File: src/rtl/imem_port_arbiter_pkg.sv
// Shared types and constants for the instruction-memory port arbiter.
package common;

  // Default word-address width of the instruction memory
  localparam int IMEM_ADDR_W = 14;

  // Arbiter mode: BOOT serves only the loader, RUN arbitrates both requesters
  typedef enum logic {
    BOOT = 1'b0,
    RUN  = 1'b1
  } arb_state_type;

endpackage

File: src/rtl/imem_port_arbiter.sv
// Single-port instruction memory arbiter between fetch (reads) and the
// program loader (writes), with starvation-bounded loader priority.
// Optional feature macro: IMEM_ARB_BOOT_HOLD_EN keeps fetch off in a BOOT
// phase until the loader pulses load_done. Without it, reset enters RUN.
module imem_port_arbiter
  import common::*;
#(
  parameter int ADDR_W          = IMEM_ADDR_W,
  parameter int MAX_LOAD_STREAK = 4
) (
  input  logic              clk,
  input  logic              reset,
  input  logic              fetch_req,
  input  logic [31:0]       fetch_addr,
  input  logic              fetch_kill,
  output logic              fetch_gnt,
  output logic              fetch_stall,
  output logic              fetch_rvalid,
  output logic [31:0]       fetch_rdata,
  input  logic              load_req,
  input  logic [31:0]       load_addr,
  input  logic [31:0]       load_wdata,
  output logic              load_gnt,
  input  logic              load_done,
  output logic              mem_en,
  output logic              mem_we,
  output logic [ADDR_W-1:0] mem_addr,
  output logic [31:0]       mem_wdata,
  input  logic [31:0]       mem_rdata
);

  localparam logic [3:0] STREAK_MAX = 4'(MAX_LOAD_STREAK);

  logic       run;
  logic [3:0] streak_q, streak_d;
  logic       rd_pending_q;
  logic       unused_ok;

`ifdef IMEM_ARB_BOOT_HOLD_EN
  arb_state_type state_q, state_d;

  // Next mode: leave BOOT on the loader's end-of-image pulse; RUN is terminal
  always_comb begin
    state_d = state_q;
    if (state_q == BOOT && load_done) begin
      state_d = RUN;
    end
  end

  // Mode register, reset back into BOOT so the loader must re-issue load_done
  always_ff @(posedge clk or posedge reset) begin
    if (reset) begin
      state_q <= BOOT;
    end else begin
      state_q <= state_d;
    end
  end

  assign run = (state_q == RUN);
  assign unused_ok = ^{fetch_addr[31:ADDR_W+2], fetch_addr[1:0],
                       load_addr[31:ADDR_W+2], load_addr[1:0]};
`else
  assign run = 1'b1;
  assign unused_ok = ^{fetch_addr[31:ADDR_W+2], fetch_addr[1:0],
                       load_addr[31:ADDR_W+2], load_addr[1:0], load_done};
`endif

  // Grant selection: loader has priority until it has starved fetch long enough
  always_comb begin
    load_gnt  = 1'b0;
    fetch_gnt = 1'b0;
    if (!reset) begin
      if (!run) begin
        load_gnt = load_req;
      end else if (load_req && fetch_req) begin
        if (streak_q >= STREAK_MAX) begin
          fetch_gnt = 1'b1;
        end else begin
          load_gnt = 1'b1;
        end
      end else begin
        load_gnt  = load_req;
        fetch_gnt = fetch_req;
      end
    end
  end

  // Streak of loader wins seen by a waiting fetch, saturating at the limit
  always_comb begin
    streak_d = streak_q;
    if (!fetch_req || fetch_gnt) begin
      streak_d = 4'd0;
    end else if (load_gnt && streak_q < STREAK_MAX) begin
      streak_d = streak_q + 4'd1;
    end
  end

  // Memory port drive from the winner; idle cycles put zeros on the bus
  always_comb begin
    mem_en    = fetch_gnt | load_gnt;
    mem_we    = load_gnt;
    mem_addr  = '0;
    mem_wdata = '0;
    if (fetch_gnt) begin
      mem_addr = fetch_addr[ADDR_W+1:2];
    end else if (load_gnt) begin
      mem_addr  = load_addr[ADDR_W+1:2];
      mem_wdata = load_wdata;
    end
  end

  // Streak counter and read-response tracking; reset drops any pending read
  always_ff @(posedge clk or posedge reset) begin
    if (reset) begin
      streak_q     <= 4'd0;
      rd_pending_q <= 1'b0;
    end else begin
      streak_q     <= streak_d;
      rd_pending_q <= fetch_gnt;
    end
  end

  // Response path: a kill in the response cycle hides the returning word
  always_comb begin
    fetch_stall  = fetch_req && !fetch_gnt;
    fetch_rvalid = rd_pending_q && !fetch_kill;
    fetch_rdata  = fetch_rvalid ? mem_rdata : 32'd0;
  end

endmodule

File: config.mk
export PLATFORM = sky130hd
export DESIGN_NAME = imem_port_arbiter
export DESIGN_NICKNAME = d
export VERILOG_FILES = /design/src/rtl/imem_port_arbiter_pkg.sv /design/src/rtl/imem_port_arbiter.sv
export SDC_FILE = /design/constraint.sdc
export NUM_CORES = 1
export LEC_CHECK = 0
export CORE_AREA = 2 2 84 86
export CTS_CLUSTER_DIAMETER = 40
export CTS_CLUSTER_SIZE = 30
export DETAILED_ROUTE_END_ITERATION = 10
export DIE_AREA = 0 0 86 88
export HOLD_SLACK_MARGIN = 0.02
export PLACE_DENSITY_LB_ADDON = 0.12
export SKIP_CTS_REPAIR_TIMING = 1
export SLEW_MARGIN = 20
export SYNTH_ARGS = -nofsm -noshare
export SYNTH_HDL_FRONTEND = slang
export SYNTH_SLANG_ARGS = --single-unit
File: constraint.sdc
create_clock -name clk -period 4 [get_ports clk]
set_input_delay 0.8 -clock clk [delete_from_list [all_inputs] [get_ports clk]]
set_output_delay 0.8 -clock clk [all_outputs]
set_load 0.1 [all_outputs]
Word-level counts from Yosys, hierarchy flattened
Index checks and enable logic that the tools add are counted.
Widths: inputs -> output; s select.
{ "totals": {"latch_bits": 0, "regBits": 5, "mem_bits_rw": 0, "romBits": 0, "memories": 0, "inputBits": 134, "elab_cells": 28, "out_inout_bits": 84} }
{ "op_classes": {"mul": 0, "div": 0, "order_cmp": 2, "eq_ne": 0, "add_sub_neg": 1, "mux": 13, "reduce_logical": 9, "n_bitwise": 1, "shift": 0} }
{ "op_table": {"columns": ["cell", "count"], "rows": [
  ["$mux 32", 3],
  ["$mux 14", 2],
  ["$mux 4", 2],
  ["$mux 1", 6],
  ["$add 4x1->4 const B", 1],
  ["$ge 4x3->1 const B", 1],
  ["$logic_and 1x1->1", 4],
  ["$lt 4x3->1 const B", 1],
  ["$logic_not 1->1", 3],
  ["$reduce_bool 2->1", 1],
  ["$logic_or 1x1->1", 1],
  ["$or 1x1->1", 1]
]} }

Longest topological paths before layout
Gate-level depths: netlist of the first run.
{ "depth": {"word_depth": 7, "depth_mapped": 5, "depth_no_buf": 2} }

Worst setup path before layout of the first run
Ideal clock, no wire load.
{ "synth_path": {"path_kind": "input to output", "start": "input port load_req", "end": "output port mem_addr[10]", "path_stages": 4, "n_path_buf": 2, "arrival_time_ps": 2737, "path_slack_ps": 463, "required_time_ps": 3200, "cell_sequence": "buf_4 clkbuf_1 nand3b_1 o22ai_1"} }
{ "synth_between": {"elab_chain_len": 5, "word_cells_on_any_way": 7, "cone_classes": "mux: 6; reduce/logical: 1"} }
{ "synth_rtl": {"columns": ["item", "line", "text"], "rows": [
  ["start: declaration", "imem_port_arbiter.sv:20", "input logic load_req,"],
  ["$logic_and 1x1->1", "imem_port_arbiter.sv:75", "end else if (load_req && fetch_req) begin"],
  ["$mux 1", "imem_port_arbiter.sv:75", null],
  ["$mux 1", "imem_port_arbiter.sv:72", "if (!reset) begin"],
  ["$mux 14", "imem_port_arbiter.sv:106", "end else if (load_gnt) begin"],
  ["$mux 14 (*)", "imem_port_arbiter.sv:104", "if (fetch_gnt) begin"],
  ["end: declaration", "imem_port_arbiter.sv:27", "output logic [ADDR_W-1:0] mem_addr,"]
]} }
Mark *: on every way between the ends. The rest lies on a longest branch, timed or not.

Final worst setup path of the first run
{ "layout_path": {"start": "input port fetch_req", "end": "output port fetch_gnt"} }
{ "layout_between": {"elab_chain_len": 3} }
{ "layout_rtl": {"columns": ["item", "line", "text"], "rows": [
  ["start: declaration", "imem_port_arbiter.sv:13", "input logic fetch_req,"],
  ["$logic_and 1x1->1", "imem_port_arbiter.sv:75", null],
  ["$mux 1 (*)", "imem_port_arbiter.sv:75", null],
  ["$mux 1 (*)", "imem_port_arbiter.sv:72", null],
  ["end: declaration", "imem_port_arbiter.sv:16", "output logic fetch_gnt,"]
]} }
Marked as above.

==> metrics.txt, run 1 <==
status=finished, final reports clean; sequential share of the synthesized area=0.117; Tcrit/Tclk final=0.820; Critical Path AT=between 2000 and 2500 ps; Critical Path, Cell by Cell=clkdlybuf4s50_1 -> buf_4 -> nor2b_1 -> nor2b_1 -> buf_12; RSZ-0062 raised after global routing=no; # H-tree levels=1; count of different cell masters after synthesis=18; Synth Instances=about 150; clock sinks=5; CP peak stage delay=just under 700 ps; Max-slew headroom=0.393; Pwr Total=0.000651 W; layout cells sized above 1=0.307; Slew Limit Fails=0; Max Clock Skew=between 1.5 and 2 ps; instance count on the critical path=5; routed wire length=around 5600 um; commonest non-fill, non-tap cell in the layout=clkdlybuf4s50_1; dpl ws=between 600 and 700 ps; Die Ht=approximately 90 um; Least-Margin Pin Slew=approximately 910 ps; GRT Util Overall=0.137; minimum clock period=about 3300 ps; cell at the root of the clock tree=clkbuf_8; Max Buffers Root-to-Sink=2; WP buf/inv=3; Syn Nets=around 290; Crit. End Element=output pin; 1st-iter DRT viols=between 50 and 60; DRT antenna net count=0; Nets=around 460; Critical Path Fanout Max=9; Crit path max-delay family=buffers and inverters; worst vdd ir=a little over 0.0001 V; starting density of the core=0.161; CTS tree=yes; vias per cell=~4.4; FMAX=around 300 MHz; pin count of the biggest net entering global routing=37; Via Count=between 1500 and 2000; core box area=0.00664 mm2; R2R depth=3; row count=30; Cell Pwr Density=171 mW/mm2; Yosys reg bits=5; clk slew on worst S/H paths=around 40 ps; final std cells w/o fill=~400; total gr overflow=0; critical path's slowest cell=clkdlybuf4s50_1; Pre-antenna DRT Iters=4; io pins=between 200 and 250; netlist area before placement=0.00107 mm2; Worst setup SP type=input port; LEAKAGE=about 1.6 nW; DRC errors left=0; setup ws final=between 700 and 800 ps; first-pass GRT wire length=~8400 um; most repeated library cell on the critical path=nor2b_1; critical path class=in -> out; Post-Place Cells=398; initial antenna violation count=0; Post-DP HPWL=between 4000 and 5000 um; # diodes=0; Final Wtd Congestion=a little over 0.7; die area=approximately 0.0076 mm2; Post-Route Setup TNS=0 ps; area delta synth->final=255%; die width=roughly 86 um; clk_lat worst skew=220 ps; IO Port Bufs=between 150 and 200; final count of hold timing violations=0; Avg WL per Cell=14.0 um; WP data required=3200 ps; max-cap viol count=0; # setup viols final=0; number of CTS-inserted buffers=3; Yosys warning count=0; mean post-synth cell area=roughly 7.1 um2; most frequent cells in the layout=clkdlybuf4s50_1 (96), buf_12 (83), and3_1 (36), and2_1 (33), nand3b_1 (28); HP Class=reg -> reg; hold depth=2; vias in the first global route=about 1700
## routing by layer
| layer | wire [um] | global-route usage |
|---|---|---|
| met1 | 2130 | 0.155 |
| met2 | 2860 | 0.249 |
| met3 | 654 | 0.0575 |
| met4 | 0 | 0.00866 |
| met5 | 0 | 0 |
## cells in the mapped netlist, drive strengths merged
cell | instances | area [um2]
and3 | 36 | 225
and2 | 33 | 206
nand3b | 28 | 210
clkbuf | 14 | 52.6
o22ai | 14 | 87.6
buf | 5 | 36.3
dfrtp | 5 | 125
nor2b | 4 | 32.5
a31o | 3 | 26.3
inv | 2 | 7.51
nor2 | 2 | 7.51
o21a | 2 | 15.0
ha | 1 | 12.5
nor3b | 1 | 18.8
o21ai | 1 | 8.76
## flip-flops by register name, indices dropped and copies added, names as in the netlist
signal	count
streak_q	4
rd_pending_q	1
## cell type report
type	instances	area [um2]
Clock buffer	4	45.0
Fill cell	573	2840
Inverter	2	7.51
Multi-Input combinational cell	125	851
Sequential cell	5	125
Tap cell	80	100
Timing Repair Buffer	186	2680
## final timing paths
kind	start	end	slack, ps
worst max-delay path	fetch_req	fetch_gnt	720
worst min-delay path	streak_q[1]	streak_q[1]	600
worst max register to register	streak_q[3]	streak_q[0]	2460
worst min register to register	streak_q[1]	streak_q[1]	600
max in group asynchronous	reset	rd_pending_q	2680
min in group asynchronous	reset	streak_q[1]	1140
## cells by family (layout without fill, tap and decap cells)
| family | count (synthesis) | count (layout) | synth area share |
|---|---|---|---|
| AO/OA/AOI/OAI | 20 | 20 | 0.128 |
| adder cells (fa/ha/maj) | 1 | 1 | 0.0117 |
| buffers and inverters | 21 | 192 | 0.0898 |
| flip-flops | 5 | 5 | 0.117 |
| AND/OR/NAND/NOR | 104 | 104 | 0.653 |
## power breakdown
part           internal (W)  switching [W]  total (W)
Clock             0.0000684      0.0000251  0.0000936
Combinational      0.000217       0.000288   0.000505
Sequential        0.0000521    0.000000699  0.0000528
Total              0.000337       0.000314   0.000651
## tightest hold or removal path, delay by kind of cell (launching register included)
family	cells	cell delay [ps]
simple gates	1	140
compound gates	1	90
flops	1	330
## per-stage QoR
stage / hold WS, ps / utilization / cell area, um2
final: 602 / 0.573 / 3800
after detailed placement: 587 / 0.566 / 3760
after global routing: 638 / 0.573 / 3800
after CTS: 601 / 0.573 / 3800
after global placement: 581 / 0.566 / 3760
after floorplan: 568 / - / 1070
No activity file was read; power rests on OpenSTA's default activity.
==> run 2: changes to the inputs <==
Settings changed: CORE_AREA 2 2 84 86 to 2 2 85 87, DIE_AREA 0 0 86 88 to 0 0 87 89.
Clock period 4 ns to 2.6 ns, I/O delays scaled along.
==> run 2 against run 1 <==
  * Worst hold slack improved by 1.2 ps
  * Clock power rose by 56%
  * Design area rose by 3.2%
  * Final cell count rose by 1.7%
  * Critical path depth rose by 1
  * Count of clock-buffer cells in the layout did not move
  * Largest cell class unchanged
  * Sequential share of layout area fell by 0.10 points
==> metrics.txt, run 2 (same netlist as run 1, synthesis figures left out) <==
# H-tree levels=1 (unchanged); commonest non-fill, non-tap cell in the layout=clkdlybuf4s50_1; worst vdd ir=0.000137 V (+36%); Critical Path Fanout Max=33 (+24); clk_lat worst skew=220 ps (about the same); part of the power in registers=0.080 (about the same); Largest regs=streak_q: 4 flops, rd_pending_q: 1 flops; minimum clock period=roughly 2500 ps; WP data required=2080 ps (-1120 ps); Critical Path AT=1940 ps (-540 ps); Net Sw Frac=0.479 (-0.00348); pin count of the biggest net entering global routing=34 (-8.1%); max-cap viol count=0 (unchanged); vias per cell=4.37 (-1.3%); DRC errors left=0 (unchanged); IO Port Bufs=180 (unchanged); Worst setup SP type=input port; initial antenna violation count=0 (unchanged); Post-Place Cells=405 (+1.8%); Int Pwr=0.000532 W (+58%); Max-slew headroom=0.782 (+0.389); vias in the first global route=1742 (+1.7%); Pre-antenna DRT Iters=4 (unchanged); number of CTS-inserted buffers=3 (unchanged); starting density of the core=0.160 (-0.00180); Via Count=1789 (+0.45%); Least-Margin Pin Slew=327 ps (-583 ps); row count=30 (unchanged); 1st-iter DRT viols=71 (+29%); area delta synth->final=266%; cell at the root of the clock tree=clkbuf_8; Nets=465 (+1.5%); Cell Pwr Density=260 mW/mm2 (+52%); status=finished, final reports clean; max FFs per register=4 (unchanged); most frequent cells in the layout=clkdlybuf4s50_1 (96), buf_12 (86), and3_1 (36), and2_1 (32), nand3b_1 (28); LEAKAGE=1.68 nW (+3.7%); Pwr Total=0.00102 W (+57%); Avg WL per Cell=14.1 um (+0.29%); setup ws final=139 ps (-581 ps); CP peak stage delay=510 ps (-170 ps); Max Clock Skew=0.272 ps (-1.41 ps); FMAX=roughly 410 MHz; first-pass GRT wire length=8840 um (+4.9%); HP Class=reg -> reg; critical path's slowest cell=clkdlybuf4s50_1; Slew Limit Fails=0 (unchanged); final std cells w/o fill=409 (+1.7%); # setup viols final=0 (unchanged); core box area=0.00672 mm2 (+1.1%); total gr overflow=0 (unchanged); io pins=218 (unchanged); Critical Path, Cell by Cell=clkdlybuf4s50_1 -> buf_4 -> o21ai_2 -> buf_12 -> and3_1 -> buf_12; Crit. End Element=output pin; Clock power frac=0.143 (about the same); final count of hold timing violations=0 (unchanged); die area=0.00774 mm2 (+2.3%); Max Buffers Root-to-Sink=2 (unchanged); NetSw=0.000488 W (+56%); Comb power frac=0.777 (+0.002); clock sinks=5 (unchanged); GRT Util Overall=0.142 (+0.00503); most repeated library cell on the critical path=buf_12; Die Ht=89 um (+1.1%); clk slew on worst S/H paths=40 ps (about the same); routed wire length=5750 um (+2.0%); DRT antenna net count=0 (unchanged); # diodes=0 (unchanged); CTS tree=yes; Reg with most FFs=streak_q; critical path class=in -> out; cell area after layout=0.00392 mm2 (+3.2%); fillers=566 (-1.2%); Final Wtd Congestion=0.728 (+3.2%); layout cells sized above 1=0.343 (+0.0360); RSZ-0062 raised after global routing=no; area post-placement=0.00388 mm2 (+3.2%); Post-DP HPWL=4990 um (+4.2%); die width=87 um (+1.2%); Tcrit/Tclk final=0.946; dpl ws=-54.8 ps (-748 ps)
run 2: metrics by stage:
stage	utilization	hold slack [ps]	TNS, ps
final	0.584	603	0
after global routing	0.584	640	0
after global placement	0.577	584	-357
after CTS	0.584	603	-418
after detailed placement	0.577	591	-398
after floorplan	-	481	-3460
run 2: path summary, 6_finish.rpt:
kind | endpoint | depth (start not counted) | from | slack (ps)
min reg2reg | streak_q[1] | 2 | streak_q[1] | 600
min in group asynchronous | rd_pending_q | 3 | reset | 710
max | mem_wdata[27] | 6 | fetch_req | 140
max in group asynchronous | streak_q[1] | 3 | reset | 1720
max reg2reg | streak_q[2] | 3 | streak_q[3] | 1570
min | streak_q[1] | 2 | streak_q[1] | 600
run 2: area by class of cell:
cell class / instances / area (um2) / share of cell area
Timing Repair Buffer: 193 / 2770 / 0.705
Multi-Input combinational cell: 125 / 881 / 0.224
Inverter: 2 / 7.51 / 0.00191
Sequential cell: 5 / 125 / 0.0319
Tap cell: 80 / 100 / 0.0255
Clock buffer: 4 / 45.0 / 0.0115
run 2: worst max-delay path, delay by kind of cell:
family	cells	cell delay, ps
buffers and inverters	4	1090
AND/OR/NAND/NOR	1	250
AO/OA/AOI/OAI	1	80
run 2: power groups by stage:
stage               combinational (W)  clock, W  sequential, W
floorplan                    0.000419         0      0.0000818
global placement             0.000793         0      0.0000820
detailed placement           0.000798         0      0.0000820
CTS                          0.000799  0.000150      0.0000811
global route                 0.000822  0.000157      0.0000815
finish                       0.000793  0.000146      0.0000811
run 2: metal layers:
| metal | GRT usage | share of wire | vias up |
|---|---|---|---|
| li1 | - | - | 892 |
| met1 | 0.162 | 0.35 | 778 |
| met2 | 0.249 | 0.51 | 115 |
| met3 | 0.0656 | 0.13 | 4 |
| met4 | 0.0185 | 0.0066 | 0 |
| met5 | 0 | 0 | - |
==> edit (flow settings as in run 2) <==
Build with the macro `IMEM_ARB_BOOT_HOLD_EN` defined.
--- a/src/rtl/imem_port_arbiter.sv
+++ b/src/rtl/imem_port_arbiter.sv
@@ -2,6 +2,8 @@
 // program loader (writes), with starvation-bounded loader priority.
 // Optional feature macro: IMEM_ARB_BOOT_HOLD_EN keeps fetch off in a BOOT
 // phase until the loader pulses load_done. Without it, reset enters RUN.
+`define IMEM_ARB_BOOT_HOLD_EN
+
 module imem_port_arbiter
   import common::*;
 #(
Function: changed (a bounded check fails within 4 cycles, from zero or initial values and one cycle with reset high).
==> edit against run 2 <==
  * Global-route usage is 2.7 points lower
  * Routed wire length decreased by 15%
  * Cell area decreased by 4.2%
  * Clock power fell by 9.6%
  * Die area stayed put
  * Critical path type unchanged
  * Sequential cell count grew 1
  * Setup slack got worse by 89 ps
  * Critical path depth unchanged
  * Critical endpoint is now mem_addr[7]
  * Total power is 1.4% lower
  * Highest routed layer unchanged
  * Cell count is 8.1% lower
  * Sequential share of layout area grew 0.80 points
  * Area after synthesis fell by 18%
  * Clock skew up 1.3 ps
  * Utilization decreased by 2.4 points
==> edit: results (changes against run 2) <==
| Stage | Parameter | Value | Change |
| --- | --- | --- | --- |
| worst setup path | Arrival time at the worst endpoint | 2030 ps | was 1940 ps |
| cells and area | Non-clk bufs | 187 | was 193 |
| cells and area | # nets final | 433 | was 465 |
| power | VDD IR max | 0.000111 V | was 0.000137 V |
| detailed routing | Metal-1 WL | 1.49 mm | was 2.03 mm |
| global routing | Overall routing resource usage | 0.114 | was 0.142 |
| logic synthesis | Syn Nets | 251 | was 286 |
| power | Cell area power density | 268 nW/µm² | was 260 nW/µm² |
| cells and area | Total number of multi-input combinational cells | 98 | was 125 |
| power | Reported net switching power | 0.000468 W | was 0.000488 W |
| placement | Area post-placement | 3680 µm² | was 3880 µm² |
| logic synthesis | Top post-synthesis cells by count | sky130_fd_sc_hd__and2_1, sky130_fd_sc_hd__a22o_1, sky130_fd_sc_hd__clkbuf_1, sky130_fd_sc_hd__dfrtp_1, sky130_fd_sc_hd__nor2_1 | was sky130_fd_sc_hd__and3_1, sky130_fd_sc_hd__and2_1, sky130_fd_sc_hd__nand3b_1 |
| cells and area | Fraction of layout cells with a size suffix above 1 | 0.429 | was 0.343 |
| logic synthesis | Largest cells by area after synthesis | sky130_fd_sc_hd__and2_1, sky130_fd_sc_hd__dfrtp_1, sky130_fd_sc_hd__a22o_1 | was sky130_fd_sc_hd__and3_1, sky130_fd_sc_hd__nand3b_1, sky130_fd_sc_hd__and2_1 |
| logic synthesis | Post-synthesis register bit count | 6 | was 5 |
| cells and area | Fraction of area in clock buffers and inverters | 0.0110 | was 0.0115 |
| detailed routing | Sum of routed wire length over all layers | 4.89 mm | was 5.75 mm |
| detailed routing | Initial DRC count | 5 | was 71 |
| sta | Post-Route Hold Slack | 531 ps | was 603 ps |
| power | Power of the clock network | 0.000132 W | was 0.000146 W |
| worst setup path | Worst R2R Setup Slack | 1350 ps | was 1570 ps |
| detailed routing | Detailed Routing Iterations Pass 1 | 3 | was 4 |
| worst setup path | Worst reg2reg path endpoint | streak_q[1] | was streak_q[2] |
| detailed routing | Met2 WL post-DR | 2.62 mm | was 2.93 mm |
| power | Combinational share of power | 0.772 | was 0.777 |
| logic synthesis | Synthesized area divided by synthesized cell count | 7.56 µm² | was 7.10 µm² |
| run status | Outcome | completed | unchanged |
| placement | Port Buf Inserts | 181 | was 180 |
| sta | Worst relative slew slack | 0.734 | was 0.782 |
| global routing | Wire length of the first global-routing pass | 6.95 mm | was 8.84 mm |
| sta | Smallest setup slack after layout | 50.7 ps | was 139 ps |
| cells and area | Clkbuf count | 3 | was 4 |
| logic synthesis | Count of distinct cell types in the synthesized netlist | 23 | was 18 |
| detailed routing | Via density per instance | 3.95 | was 4.37 |
-- edit: changes by cell type in the layout (fill, tap and decap cells not counted), sizes merged, moves of 8 or more --
cell | before | now
and2 | 33 | 64
o22ai | 14 | 0
nand3b | 28 | 0
and3 | 36 | 1
a22o | 0 | 14
buf | 97 | 89
-- edit: cells by family (layout without fill, tap and decap cells) --
family          after synthesis  count (layout)  share of synthesized area
flops                         6               6                      0.171
buf+inv                      12             192                     0.0770
mux                           1               1                     0.0114
compound gates               18              18                      0.168
fa+ha+maj                     1               1                     0.0143
xor+xnor                      1               1                    0.00999
simple gates                 77              77                      0.548
-- edit: worst max path at each step --
stage / end
2_1_floorplan: mem_wdata[10]
3_3_place_gp: mem_addr[0]
3_5_place_dp: mem_addr[10]
4_1_cts: mem_addr[7]
5_1_grt: mem_addr[7]
6_report: mem_addr[7]
